File: src/rtl/fb_ifetch.sv
// fb_ifetch: instruction fetch buffer between fb_pc and decode.
// Issues synchronous ROM reads from the PC, queues {pc, inst} in a FIFO and
// hands them to decode over valid/ready. Drives the PC hold and handles flushes.
// Optional macro FB_IF_BYPASS_EN: forward ROM data straight to decode when
// the FIFO is empty (latency T+1 instead of T+2).
// Ports:
//   clk, if_reset            clock, synchronous active-high reset
//   pc_address / pc_hold     current PC word address / hold request to fb_pc
//   if_flush                 redirect flush
//   rom_en/rom_addr/rom_data synchronous ROM read port (data one cycle later)
//   dec_valid/dec_ready      decode handshake; dec_inst/dec_pc payload
//   if_count                 FIFO occupancy
module fb_ifetch #(
    parameter int DEPTH  = 4,
    parameter int ROM_AW = 10
) (
    input  logic                    clk,
    input  logic                    if_reset,
    input  logic [31:0]             pc_address,
    output logic                    pc_hold,
    input  logic                    if_flush,
    output logic                    rom_en,
    output logic [ROM_AW-1:0]       rom_addr,
    input  logic [31:0]             rom_data,
    output logic                    dec_valid,
    input  logic                    dec_ready,
    output logic [31:0]             dec_inst,
    output logic [31:0]             dec_pc,
    output logic [$clog2(DEPTH):0]  if_count
);

    localparam int PW = $clog2(DEPTH);
    localparam int CW = PW + 1;
    localparam logic [CW:0] LP_DEPTH = (CW+1)'(DEPTH);

    logic [31:0]   r_mem_inst [DEPTH];
    logic [31:0]   r_mem_pc   [DEPTH];
    logic [PW-1:0] r_wptr;
    logic [PW-1:0] r_rptr;
    logic [CW-1:0] r_count;
    logic          r_inflight;
    logic [31:0]   r_cap_pc;

    logic [CW:0]   w_credit;
    logic          w_kill;
    logic          w_issue;
    logic          w_fifo_valid;
    logic          w_byp_valid;
    logic          w_byp_take;
    logic          w_push;
    logic          w_pop;

    assign w_kill = if_reset | if_flush;

    // A slot is reserved for the outstanding read, so a push never hits a full FIFO.
    assign w_credit = {1'b0, r_count} + {{CW{1'b0}}, r_inflight};
    assign w_issue  = !w_kill && (w_credit < LP_DEPTH);

    assign rom_en   = w_issue;
    assign rom_addr = pc_address[ROM_AW-1:0];
    // During a flush the PC must be free to load its redirect target;
    // reset overrides that and holds the PC.
    assign pc_hold  = if_reset | (!w_issue && !if_flush);

    assign w_fifo_valid = !w_kill && (r_count != '0);

`ifdef FB_IF_BYPASS_EN
    assign w_byp_valid = !w_kill && r_inflight && (r_count == '0);
`else
    assign w_byp_valid = 1'b0;
`endif

    assign w_byp_take = w_byp_valid & dec_ready;
    assign w_push     = !w_kill && r_inflight && !w_byp_take;
    assign w_pop      = w_fifo_valid && dec_ready;

    assign dec_valid = w_fifo_valid | w_byp_valid;
    assign if_count  = r_count;

    always_comb begin
        dec_inst = 32'h0;
        dec_pc   = 32'h0;
        if (w_fifo_valid) begin
            dec_inst = r_mem_inst[r_rptr];
            dec_pc   = r_mem_pc[r_rptr];
        end else if (w_byp_valid) begin
            dec_inst = rom_data;
            dec_pc   = r_cap_pc;
        end
    end

    always_ff @(posedge clk) begin
        if (w_kill) begin
            r_count    <= '0;
            r_wptr     <= '0;
            r_rptr     <= '0;
            r_inflight <= 1'b0;
            r_cap_pc   <= 32'h0;
        end else begin
            r_inflight <= w_issue;
            if (w_issue) begin
                r_cap_pc <= pc_address;
            end
            if (w_push) begin
                r_wptr <= r_wptr + PW'(1);
            end
            if (w_pop) begin
                r_rptr <= r_rptr + PW'(1);
            end
            case ({w_push, w_pop})
                2'b10:   r_count <= r_count + CW'(1);
                2'b01:   r_count <= r_count - CW'(1);
                default: r_count <= r_count;
            endcase
        end
    end

    // Storage needs no reset: entries are only read when counted valid.
    always_ff @(posedge clk) begin
        if (w_push) begin
            r_mem_inst[r_wptr] <= rom_data;
            r_mem_pc[r_wptr]   <= r_cap_pc;
        end
    end

endmodule

File: config.mk
export PLATFORM = sky130hd
export DESIGN_NAME = fb_ifetch
export DESIGN_NICKNAME = d
export VERILOG_FILES = /design/src/rtl/fb_ifetch.sv
export SDC_FILE = /design/constraint.sdc
export NUM_CORES = 1
export LEC_CHECK = 0
export ABC_CLOCK_PERIOD_IN_PS = 3400
export CORE_AREA = 2 2 148 150
export CTS_CLUSTER_SIZE = 10
export DETAILED_ROUTE_END_ITERATION = 8
export DIE_AREA = 0 0 150 152
export GPL_ROUTABILITY_DRIVEN = 0
export PLACE_DENSITY_LB_ADDON = 0.2
export SETUP_SLACK_MARGIN = 0.02
export SYNTH_ARGS = -nofsm -noshare
export SYNTH_HDL_FRONTEND = slang
export SYNTH_SLANG_ARGS = --single-unit
File: constraint.sdc
create_clock -name clk -period 3.4 [get_ports clk]
set_input_delay 0.51 -clock clk [delete_from_list [all_inputs] [get_ports clk]]
set_output_delay 0.51 -clock clk [all_outputs]
set_load 0.03 [all_outputs]
# Word-level counts from Yosys, hierarchy flattened

Memories as Yosys holds them, arrays and structs flattened. A register that Yosys moved wholly into a read port is not among the register bits.
Index checks and enable logic that the tools add are counted.

Flip-flop bits (word level): 40
Bits in writable memories: 256
Input port bits: 68
Output and inout port bits: 80
Word-level logic and storage cells: 36
Memories: 2

Add/sub/neg operators: 5
Magnitude comparators: 1
Equal/unequal tests: 2
Multiplexer cells: 9
Bitwise gates (word level): 2
Reductions and logical operators: 10

Memory list:

| name       | words | width | read ports | clocked after Yosys merged registers in | write ports | RTL line | RTL |
|---|---|---|---|---|---|---|---|
| r_mem_inst | 4     | 32    | 1          | 1                                       | 1           | 36       | `logic [31:0] r_mem_inst [DEPTH];` |
| r_mem_pc   | 4     | 32    | 1          | 1                                       | 1           | 37       | `logic [31:0] r_mem_pc [DEPTH];` |

Operators with widths:

| operator                                                                     | count |
|---|---|
| 32-bit 2-to-1 mux                                                            | 2 |
| 2-bit 2-to-1 mux                                                             | 4 |
| 3-bit case mux with 2 select lines                                           | 1 |
| 1-bit logical AND                                                            | 5 |
| 2-bit by 1-bit adder with 2-bit output, second input constant                | 2 |
| 3-bit by 1-bit adder with 4-bit output                                       | 1 |
| 4-bit by 3-bit less-than comparator with 1-bit output, second input constant | 1 |
| 3-bit by 1-bit adder with 3-bit output, second input constant                | 1 |
| 1-bit logical NOT                                                            | 3 |
| 3-bit nonzero test                                                           | 1 |
| 3-bit by 1-bit subtractor with 3-bit output, second input constant           | 1 |
| 2-bit by 1-bit equality test with 1-bit output, second input constant        | 1 |
| 2-bit equality test, second input constant                                   | 1 |
| 1-bit 2-to-1 mux                                                             | 2 |
| 1-bit OR                                                                     | 2 |
| 2-bit nonzero test                                                           | 1 |

# Longest topological paths before layout

Gate-level depths: netlist (run 1).

Depth after elaboration: 6
Mapped depth: 9
Depth with buffers taken out: 8

# Worst setup path before layout (run 1)

OpenSTA, ideal clock, no wires.

Kind: input to register
Start point: in if_reset
End point: mem r_mem_inst[0][0], enable pin
Setup time: 0.429 ns
Arrival: 2.504 ns
Setup slack: 0.467 ns
Stages: 3
Buffers on the path: 1
Cell sequence: nor2_1 clkbuf_1 and3_1

Word-level cells in the longest chain between the ends: 5

RTL lines:

| element                                | RTL line | RTL |
|---|---|---|
| start: declaration                     | 18       | `input logic if_reset,` |
| 1-bit OR                               | 53       | `assign w_kill = if_reset \| if_flush;` |
| 1-bit logical NOT                      | 74       | `assign w_push = !w_kill && r_inflight && !w_byp_take;` |
| 1-bit logical AND                      | 74       |  |
| 1-bit 2-to-1 mux                       | 120      | `if (w_push) begin` |
| 1-bit 2-to-1 mux (not written as such) | 121      | `r_mem_inst[r_wptr] <= rom_data;` |
| end: declaration                       | 36       |  |

Every way passes these cells.

# Final worst setup path (run 1)

Start point: reg r_count[0] (netlist: if_count[0])
End point: out dec_pc[24]

Word-level cells in the longest chain between the ends: 3

RTL lines:

| element                  | RTL line | RTL |
|---|---|---|
| start: declaration       | 40       | `logic [CW-1:0] r_count;` |
| start signal: assignment | 111      | `2'b10: r_count <= r_count + CW'(1);` |
| start signal: assignment | 112      | `2'b01: r_count <= r_count - CW'(1);` |
| start signal: assignment | 113      | `default: r_count <= r_count;` |
| 3-bit nonzero test       | 65       | `assign w_fifo_valid = !w_kill && (r_count != '0);` |
| 1-bit logical AND        | 65       |  |
| 32-bit 2-to-1 mux        | 83       | `if (w_fifo_valid) begin` |
| end: declaration         | 28       | `output logic [31:0] dec_pc,` |

Every way passes these cells.

==> results by group, run 1 <==
Status
  – Status: finished, final reports clean

Critical path
  – Req. time, crit path: around 2.9 ns
  – Slowest stage delay, CP: 0.84 ns
  – Crit Path Category: flop to primary output
  – Critical path data arrival time: ~2.8 ns
  – Worst Path Max Fanout: 15
  – Crit path cell chain: o31ai_4, buf_4, nor2b_1, clkdlybuf4s50_1
  – Worst Setup End Kind: primary output
  – Critical path's slowest cell: o31ai_4
  – Critical path launch point type: flop

Clock network
  – Clk sinks: around 300
  – CTS tree: built
  – Total CTS buffers: 35
  – Clock Latency Late Sink: around 0.5 ns
  – Clk buf depth: 3
  – Post-CTS Setup Bufs: 0
  – Post-CTS sizing: 0
  – CTS Hold Bufs: 0
  – CTS H-tree depth: 2
  – Clock root cell: clkbuf_16
  – Clk pin slew, worst setup/hold paths: about 0.05 ns

Cells and area
  – Area delta synth->final: 24.9%
  – ANT cells: 0
  – FILL cells: roughly 1400
  – Total Nets Final: approximately 840
  – Fraction of layout cells with a size suffix above 1: 0.209
  – Util after Layout: 0.672
  – Finished Cell Area: around 0.014 mm²

Synthesis
  – Distinct cell type count after synthesis: 27
  – Syn Inst Count: about 610
  – Post-synthesis cell area: about 0.011 mm²
  – Average size of a mapped cell: ~19 µm²
  – Syn_nets: 682
  – Yosys warns: 0
  – Register area share after synthesis: 0.742
  – Seq cells post-synth: 298

STA
  – Clock skew: 0.0214 ns
  – Final-report setup violation count: 0
  – Maximum operating frequency: 0.307 GHz
  – Final hold violations: 0
  – Max-slew violation count: 0
  – Fin crit share: 0.958
  – Setup TNS: 0 ns
  – Worst hold-check slack: about 0.50 ns
  – Slew at the pin closest to its max-slew limit: 0.955 ns
  – Final Critical Period: 3.26 ns
  – Slew headroom: 0.363
  – RSZ-0062 raised after global routing: no

Global routing
  – Global router's overall resource usage: 0.190
  – Initial antenna violation count: 0
  – Global-route wire length before repair: between 30 and 40 mm
  – Largest net degree at the start of global routing: 42
  – Grt total ovfl: 0
  – Number of global-route vias before repair: 6056

Floorplanning
  – Die Area: ~0.023 mm²
  – I/O Pins: roughly 150
  – Die Ht: between 150 and 200 µm
  – Initial Util: 0.539
  – Die width: 150 µm
  – Row count: 54
  – Core area: 0.0214 mm²

Drt
  – Routed wire length per instance: between 15 and 20 µm
  – Drt drc: 0
  – Post-route ant nets: 0
  – First-pass iteration count of the detailed router: 4
  – DRT Wirelength: 21.1 mm
  – Total number of vias: ~5700
  – Number of vias per cell: between 5 and 6
  – DRT iter0 DRCs: 297

Placed design
  – Port bufs: around 150
  – Post-DP HPWL: 12.7 mm
  – DP Area: roughly 0.013 mm²

Pwr
  – Power Total: between 0.007 and 0.008 W
  – Pwr Density: 527 mW/mm²
  – Maximum VDD drop: ~0.35 mV
  – Leakage: between 4 and 5 nW

Min path
  – Hold crit path type: flop to flop

Flow run
  – # Max-Cap Violations: 0
[sequential cells by signal, indices dropped and copies added (netlist names), named ones only]
name and flops:
r_wptr 2, r_inflight 1, if_count 3, r_cap_pc 32, r_rptr 2, r_mem_inst 128, r_mem_pc 128
[layout by cell type (no fill, tap or decap), types with 2 or more instances in the layout]
cell type,instances
and3_4,4
clkbuf_16,37
inv_1,40
ha_1,5
nor2_1,9
dfxtp_4,2
edfxtp_1,256
nor2b_1,64
o31ai_1,2
mux4_2,64
buf_12,15
mux2i_1,33
buf_4,38
clkdlybuf4s50_1,113
xor2_1,4
clkbuf_1,17
dfxtp_1,40
nand2_1,33
[synth_stat cells, drive strengths merged]
library cell    n  area share
o311ai          1     0.00076
and3            4      0.0022
o211ai          1     0.00065
clkbuf         14      0.0046
nor2           10      0.0033
or3             1     0.00054
a31o            1     0.00076
o31ai           3      0.0020
mux4           64        0.13
a21oi           1     0.00043
buf            27       0.018
or2             1     0.00054
o21bai          1     0.00065
dfxtp          42       0.073
edfxtp        256        0.67
fa              1      0.0017
xnor2           1     0.00076
inv            40       0.013
nor2b          64       0.035
nand2          33       0.011
ha              5      0.0054
xor2            4      0.0030
mux2i          33       0.029
[worst max-delay path, delay by kind of cell (launching register included)]
family / cells / cell delay, ns
buffers and inverters: 2 / 0.93
AO/OA/AOI/OAI: 1 / 0.84
flip-flops: 1 / 0.40
AND/OR/NAND/NOR: 1 / 0.07
[layer usage]
metal | share of wire | GRT usage | up-vias
met5 | 0 | 0 | -
met1 | 0.42 | 0.262 | 2896
met4 | 0.015 | 0.0427 | 0
li1 | - | - | 2608
met2 | 0.50 | 0.315 | 182
met3 | 0.065 | 0.0402 | 29
[path summary, 6_finish.rpt]
check | startpoint | end | slack, ns | cells past startpoint
setup / recovery | if_count[0]$_SDFFE_PP0P_ | dec_pc[24] | 0.14 | 4
hold / removal | r_cap_pc[27]$_SDFFE_PP0P_ | r_mem_pc[0][27]$_DFFE_PP_ | 0.50 | 0
setup reg to reg | if_count[0]$_SDFFE_PP0P_ | if_count[2]$_SDFFE_PP0P_ | 1.38 | 8
hold reg to reg | r_cap_pc[27]$_SDFFE_PP0P_ | r_mem_pc[0][27]$_DFFE_PP_ | 0.50 | 0
[report_power, final]
| part | switching, W | internal (W) | total [W] | leakage (nW) |
|---|---|---|---|---|
| registers | 0.0000311 | 0.00401 | 0.00404 | 2.69 |
| clock network | 0.00128 | 0.00200 | 0.00328 | 0.483 |
| logic | 0.000112 | 0.000134 | 0.000246 | 1.76 |
| total | 0.00142 | 0.00615 | 0.00757 | 4.93 |
[final cells by class]
class	instances	area [µm²]	area share
tap	280	350	0.0244
inverter	40	150	0.0105
timing repair buffer	166	1720	0.120
multi-input combinational	229	2600	0.181
clock buffer	55	1000	0.0699
sequential	298	8540	0.595
[stage by stage]
stage / cells / worst slack (ns)
floorplan: 608 / 0.467
global placement: 1013 / 0.436
detailed placement: 1013 / 0.335
CTS: 1068 / 0.110
global route: 1068 / 0.0230
finish: 1068 / 0.142
[cells by family after synthesis]
logic type | count (synthesis) | synth area share
AOI/OAI and AO/OA | 8 | 0.00522
buffers and inverters | 81 | 0.0358
xor gates and xnor gates | 5 | 0.00381
DFF | 298 | 0.742
adders and majority gates | 6 | 0.00718
muxes | 97 | 0.154
and+or+nand+nor | 113 | 0.0521
Power figures use the tool's default switching activity.
==> run 2, diff against run 1 <==
Settings changed: SKIP_LAST_GASP set to 1.
==> results of run 2 <==
No change in the layout: final DEF, timing and power equal those of run 1.
